--- config.mk ---
export PLATFORM = sky130hd
export DESIGN_NAME = sisc_ctrl
export DESIGN_NICKNAME = d
export VERILOG_FILES = /design/src/rtl/sisc_pkg.sv /design/src/rtl/sisc_br_cond.sv /design/src/rtl/sisc_ctrl.sv
export SDC_FILE = /design/constraint.sdc
export NUM_CORES = 1
export LEC_CHECK = 0
export ABC_AREA = 1
export CELL_PAD_IN_SITES_DETAIL_PLACEMENT = 1
export CELL_PAD_IN_SITES_GLOBAL_PLACEMENT = 1
export CORE_MARGIN = 2
export CORE_UTILIZATION = 18
export CTS_CLUSTER_SIZE = 40
export DETAILED_ROUTE_END_ITERATION = 6
export HOLD_SLACK_MARGIN = 0.1
export MAX_ROUTING_LAYER = met4
export PLACE_DENSITY = 0.78
export SYNTH_ARGS = -nofsm -noshare
export SYNTH_HDL_FRONTEND = slang
export SYNTH_SLANG_ARGS = --single-unit
--- constraint.sdc ---
create_clock -name clk -period 1.3 [get_ports clk]
set_input_delay 0.26 -clock clk [delete_from_list [all_inputs] [get_ports clk]]
set_output_delay 0.26 -clock clk [all_outputs]
set_load 0.01 [all_outputs]
--- src/rtl/sisc_pkg.sv ---
// Shared definitions for the SISC core: controller states, opcode/mm encodings
// and status-register bit positions ({C, V, N, Z}).
package sisc_pkg;

    typedef enum logic [2:0] {
        S_RST       = 3'd0,
        S_FETCH     = 3'd1,
        S_DECODE    = 3'd2,
        S_EXECUTE   = 3'd3,
        S_WRITEBACK = 3'd4,
        S_HALT      = 3'd5
    } state_t;

    localparam logic [3:0] OP_NOP = 4'h0;
    localparam logic [3:0] OP_ALU = 4'h8;
    localparam logic [3:0] OP_BRA = 4'h4;
    localparam logic [3:0] OP_BRR = 4'h5;
    localparam logic [3:0] OP_HLT = 4'hF;

    localparam logic [3:0] MM_REG = 4'h0;
    localparam logic [3:0] MM_IMM = 4'h8;

    localparam int ST_Z = 0;
    localparam int ST_N = 1;
    localparam int ST_V = 2;
    localparam int ST_C = 3;

endpackage

--- src/rtl/sisc_br_cond.sv ---
// Branch condition evaluation: an all-zero mask is unconditional, otherwise the
// branch is taken when any status flag selected by the mask is set.
module sisc_br_cond #(
    parameter int STAT_W = 4
) (
    input  logic [STAT_W-1:0] mm,
    input  logic [STAT_W-1:0] stat,
    output logic              taken
);

    assign taken = (mm == '0) || ((mm & stat) != '0);

endmodule

--- src/rtl/sisc_ctrl.sv ---
// Multicycle FETCH/DECODE/EXECUTE/WRITEBACK controller for the SISC core.
// Outputs are Moore-style, derived from the current state and the IR fields.
module sisc_ctrl
    import sisc_pkg::*;
#(
    parameter int OP_W   = 4,
    parameter int STAT_W = 4
) (
    input  logic              clk,
    input  logic              rst_f,
    input  logic [OP_W-1:0]   opcode,
    input  logic [OP_W-1:0]   mm,
    input  logic [STAT_W-1:0] stat,
    output logic              ir_load,
    output logic              pc_write,
    output logic              pc_sel,
    output logic              br_rel,
    output logic              alu_src,
    output logic              rd_sel,
    output logic              rf_we,
    output logic              stat_en,
    output logic              halted
);

    state_t state;
    state_t state_nxt;

    logic   is_alu;
    logic   is_imm;
    logic   is_br;
    logic   taken;

    // ALU with an unrecognised mm value falls through as a NOP
    assign is_imm = (mm == MM_IMM);
    assign is_alu = (opcode == OP_ALU) && ((mm == MM_REG) || is_imm);
    assign is_br  = (opcode == OP_BRA) || (opcode == OP_BRR);

    sisc_br_cond #(
        .STAT_W (STAT_W)
    ) u_br_cond (
        .mm    (mm),
        .stat  (stat),
        .taken (taken)
    );

    always_ff @(posedge clk) begin
        if (rst_f) begin
            state <= S_RST;
        end else begin
            state <= state_nxt;
        end
    end

    always_comb begin
        state_nxt = state;
        ir_load   = 1'b0;
        pc_write  = 1'b0;
        pc_sel    = 1'b0;
        br_rel    = 1'b0;
        alu_src   = 1'b0;
        rd_sel    = 1'b0;
        rf_we     = 1'b0;
        stat_en   = 1'b0;
        halted    = 1'b0;

        case (state)
            S_RST: begin
                state_nxt = S_FETCH;
            end
            S_FETCH: begin
                ir_load   = 1'b1;
                pc_write  = 1'b1;
                state_nxt = S_DECODE;
            end
            S_DECODE: begin
                state_nxt = (opcode == OP_HLT) ? S_HALT : S_EXECUTE;
            end
            S_EXECUTE: begin
                state_nxt = S_FETCH;
                if (is_alu) begin
                    alu_src   = is_imm;
                    rd_sel    = is_imm;
                    stat_en   = 1'b1;
                    state_nxt = S_WRITEBACK;
                end else if (is_br && taken) begin
                    // relative target is formed from the PC already bumped in FETCH
                    pc_write = 1'b1;
                    pc_sel   = 1'b1;
                    br_rel   = (opcode == OP_BRR);
                end
            end
            S_WRITEBACK: begin
                rf_we     = 1'b1;
                alu_src   = is_imm;
                rd_sel    = is_imm;
                state_nxt = S_FETCH;
            end
            S_HALT: begin
                halted = 1'b1;
            end
            default: begin
                state_nxt = S_RST;
            end
        endcase
    end

endmodule

==> out/qor.csv <==
stage,metric,value,unit
cts,Max clock buf depth,2,
run_status,outcome,finished with violations,
final_layout,nets@finish,118,
cts,CTS Sinks,3,
worst_hold_path,hold crit path type,in2reg,
sta,Worst-Margin Slew,0.310,ns
sta,setup violators final,9,
final_layout,Area growth syn-to-layout,168,%
drt,DR pass1 iterations,2,
critical_path,element type at the critical path start,register,
die,DIE AREA,1990,µm²
critical_path,crit path DAT,1.26,ns
power_and_ir_drop,Flop pwr share,19.8,%
synthesis,main area contributors after synthesis,"dfxtp_1 20%, inv_1 20%, nand2_1 20%",
cts,TritonCTS Buffers,3,
final_layout,max reg flops,3,
critical_path,crit path max fanout,2,
cts,cts hold-fix bufs,0,
sta,Setup WS post-layout,-0.221,ns
grt,first-pass GRT wire length,2.20,mm
placement,Placed Instances,109,
placement,# port buffers,22,
power_and_ir_drop,switching power share of the total,35.6,%
worst_hold_path,worst hold start,rst_f,
critical_path,crit path kind,reg2out,
grt,Overall Global Routing Usage,15.8,%
drt,met2 WL,845,µm
final_layout,register area,66.3,µm²
placement,hpwl dp,967,µm
cts,CTS tree,done,
die,num rows,14,
sta,Fin. Hold Viols,0,
drt,Routed Antenna Nets,0,
cts,worst skew pair latency,0.23,ns
power_and_ir_drop,Max rail drop VDD,0.000718,V
synthesis,Mapped Area,297,µm²
die,Starting Density,19.5,%
grt,initial antenna violation count,0,
drt,met1 wire length,529,µm
synthesis,#FFs+latches synth,3,
drt,met3 WL post-DR,98,µm
drt,Remaining DRCs,0,
drt,Wirelength per Cell,12.9,µm
die,Die X,44.6,µm
power_and_ir_drop,combinational share of power,52.7,%
synthesis,YS warnings,0,
power_and_ir_drop,Power Internal,0.374,mW
drt,vias,538,
final_layout,fillcell total,203,
synthesis,dominant cell type by area after synthesis,dfxtp_1,
critical_path,crit end category,output port,
power_and_ir_drop,Pleak,0.446,nW
sta,fmax,658,MHz
die,# IOs,23,
critical_path,"Req. time, crit path",1.04,ns
final_layout,Multi-input gate area,268,µm²
sta,minimum clock period,1.52,ns
sta,Final Max Slew Viols,0,
cts,CTS H-tree depth,1,
sta,RSZ-0062 raised after global routing,yes,
drt,WL final,1.54,mm
sta,clock skew,0.000302,ns
placement,routability cong.,0.717,
synthesis,sequential area share after synthesis,20.3,%
worst_hold_path,Hold Path End,state[1],
drt,Initial DRC Count,1,
cts,Root Driver,clkbuf_4,
critical_path,r2r endpoint,state[2],
critical_path,r2r setup slk,-0.04,ns
grt,largest net degree at the start of global routing,4,
final_layout,"Most flops, register",state,
sta,Worst slew margin,79.2,%
critical_path,FF-to-FF path depth,9,
final_layout,largest registers,state x3,
drt,Vias/cell,4.52,
final_layout,n_diodes,0,
power_and_ir_drop,switching power,0.207,mW
cts,Worst-path clk slew,0.04,ns
synthesis,Syn Area/Cell,5.11,µm²
synthesis,synth unique cells,11,
synthesis,Syn Inst Count,58,
power_and_ir_drop,clock power share,27.5,%
drt,uppermost layer routed,met4,
critical_path,r2r startpoint,state[0],
grt,vias in the first global route,571,
run_status,failing checks,negative setup slack,
worst_hold_path,Worst Hold Depth,2,
power_and_ir_drop,Power Density,730,nW/µm²
final_layout,share of cells above drive strength 1,55.3,%
die,core area,1520,µm²
grt,gr ovfl total,0,
sta,Hold WS,0.610,ns
sta,period utilization,117,%
synthesis,Post-Syn Nets,72,
power_and_ir_drop,power consumption,0.581,mW
die,Die Height,44.6,µm
job,number of max-cap violations,0,
synthesis,share of the synthesized area in the top cell type,20.3,%
final_layout,fin cells,119,
## power by group through the flow
stage	Clock [mW]	Sequential (mW)	Combinational, mW
final	0.160	0.115	0.306
after global routing	0.175	0.116	0.330
after CTS	0.166	0.114	0.272
after detailed placement	0	0.113	0.219
after global placement	0	0.113	0.212
after floorplan	0	0.113	0.0785
## per-layer routing
metal,vias to the layer above,global-route usage (%)
met3,6,1.63
met5,-,-
met2,22,31.9
met1,248,13.5
li1,262,-
met4,0,9.09
## Yosys cell counts
library cell  instances
inv_1                16
nand2_1              16
nor2_1                8
nand3_1               6
nor3_1                4
dfxtp_1               3
a21boi_1              1
a21oi_1               1
buf_4                 1
nand4_1               1
nor3_2                1
## cell usage in the layout (no fill, tap or decap), types with 2 or more instances in the layout
| master | count |
|---|---|
| buf_4 | 17 |
| nand2_1 | 13 |
| inv_1 | 11 |
| dlygate4sd2_1 | 9 |
| buf_6 | 7 |
| nor2_1 | 5 |
| buf_2 | 5 |
| inv_2 | 4 |
| nand3_2 | 4 |
| nor3_4 | 3 |
| clkbuf_4 | 3 |
| nor2_2 | 2 |
| nand2_2 | 2 |
| clkdlybuf4s15_1 | 2 |
| dfxtp_2 | 2 |
## through the flow
| stage | area (µm²) | setup WS [ns] | utilization (%) | TNS, ns |
|---|---|---|---|---|
| 6_report | 796 | -0.221 | 52.2 | -1.38 |
| 2_1_floorplan | 304 | -0.0285 | - | -0.0285 |
| 3_3_place_gp | 642 | -0.766 | 42.1 | -5.54 |
| 4_1_cts | 731 | -0.231 | 47.9 | -1.41 |
| 3_5_place_dp | 642 | -0.816 | 42.1 | -6.06 |
| 5_1_grt | 796 | -0.298 | 52.2 | -1.91 |
## how the worst max path moves through the flow
stage,startpoint,endpoint,cells after the start
after detailed placement,opcode[3],br_rel,6
after CTS,state[1],alu_src,5
after floorplan,state[0],rd_sel,5
after global placement,opcode[1],rd_sel,7
final,state[0],alu_src,7
after global routing,state[0],alu_src,7
## worst max-delay path: stages, from the launching register on
cell	delay [ns]
dfxtp_2	0.32
inv_2	0.09
buf_6	0.13
nand2_4	0.06
nor2_4	0.09
nand2_2	0.06
a21boi_2	0.13
buf_2	0.15
## logic make-up (layout without fill, tap and decap cells)
group           Yosys count  count (layout)  share of synthesized area [%]
compound gates            2               2                           4.22
flops                     3               3                           20.3
simple gates             36              36                           52.7
buf+inv                  17              62                           22.8
## area by class of cell
cell class / instances / share of cell area, %
tap: 16 / 2.52
sequential: 3 / 8.33
multi-input combinational: 38 / 33.6
inverter: 16 / 7.86
timing repair buffer: 42 / 44.3
clock buffer: 4 / 3.30
## repair_timing
item | 4_1_cts | 5_1_grt
buffers inserted | 3 | 4
gates resized for setup | 71 | 15
pin swaps | 16 | 8
setup endpoints to repair | 10 | 12
(Power assumes the default switching activity.)
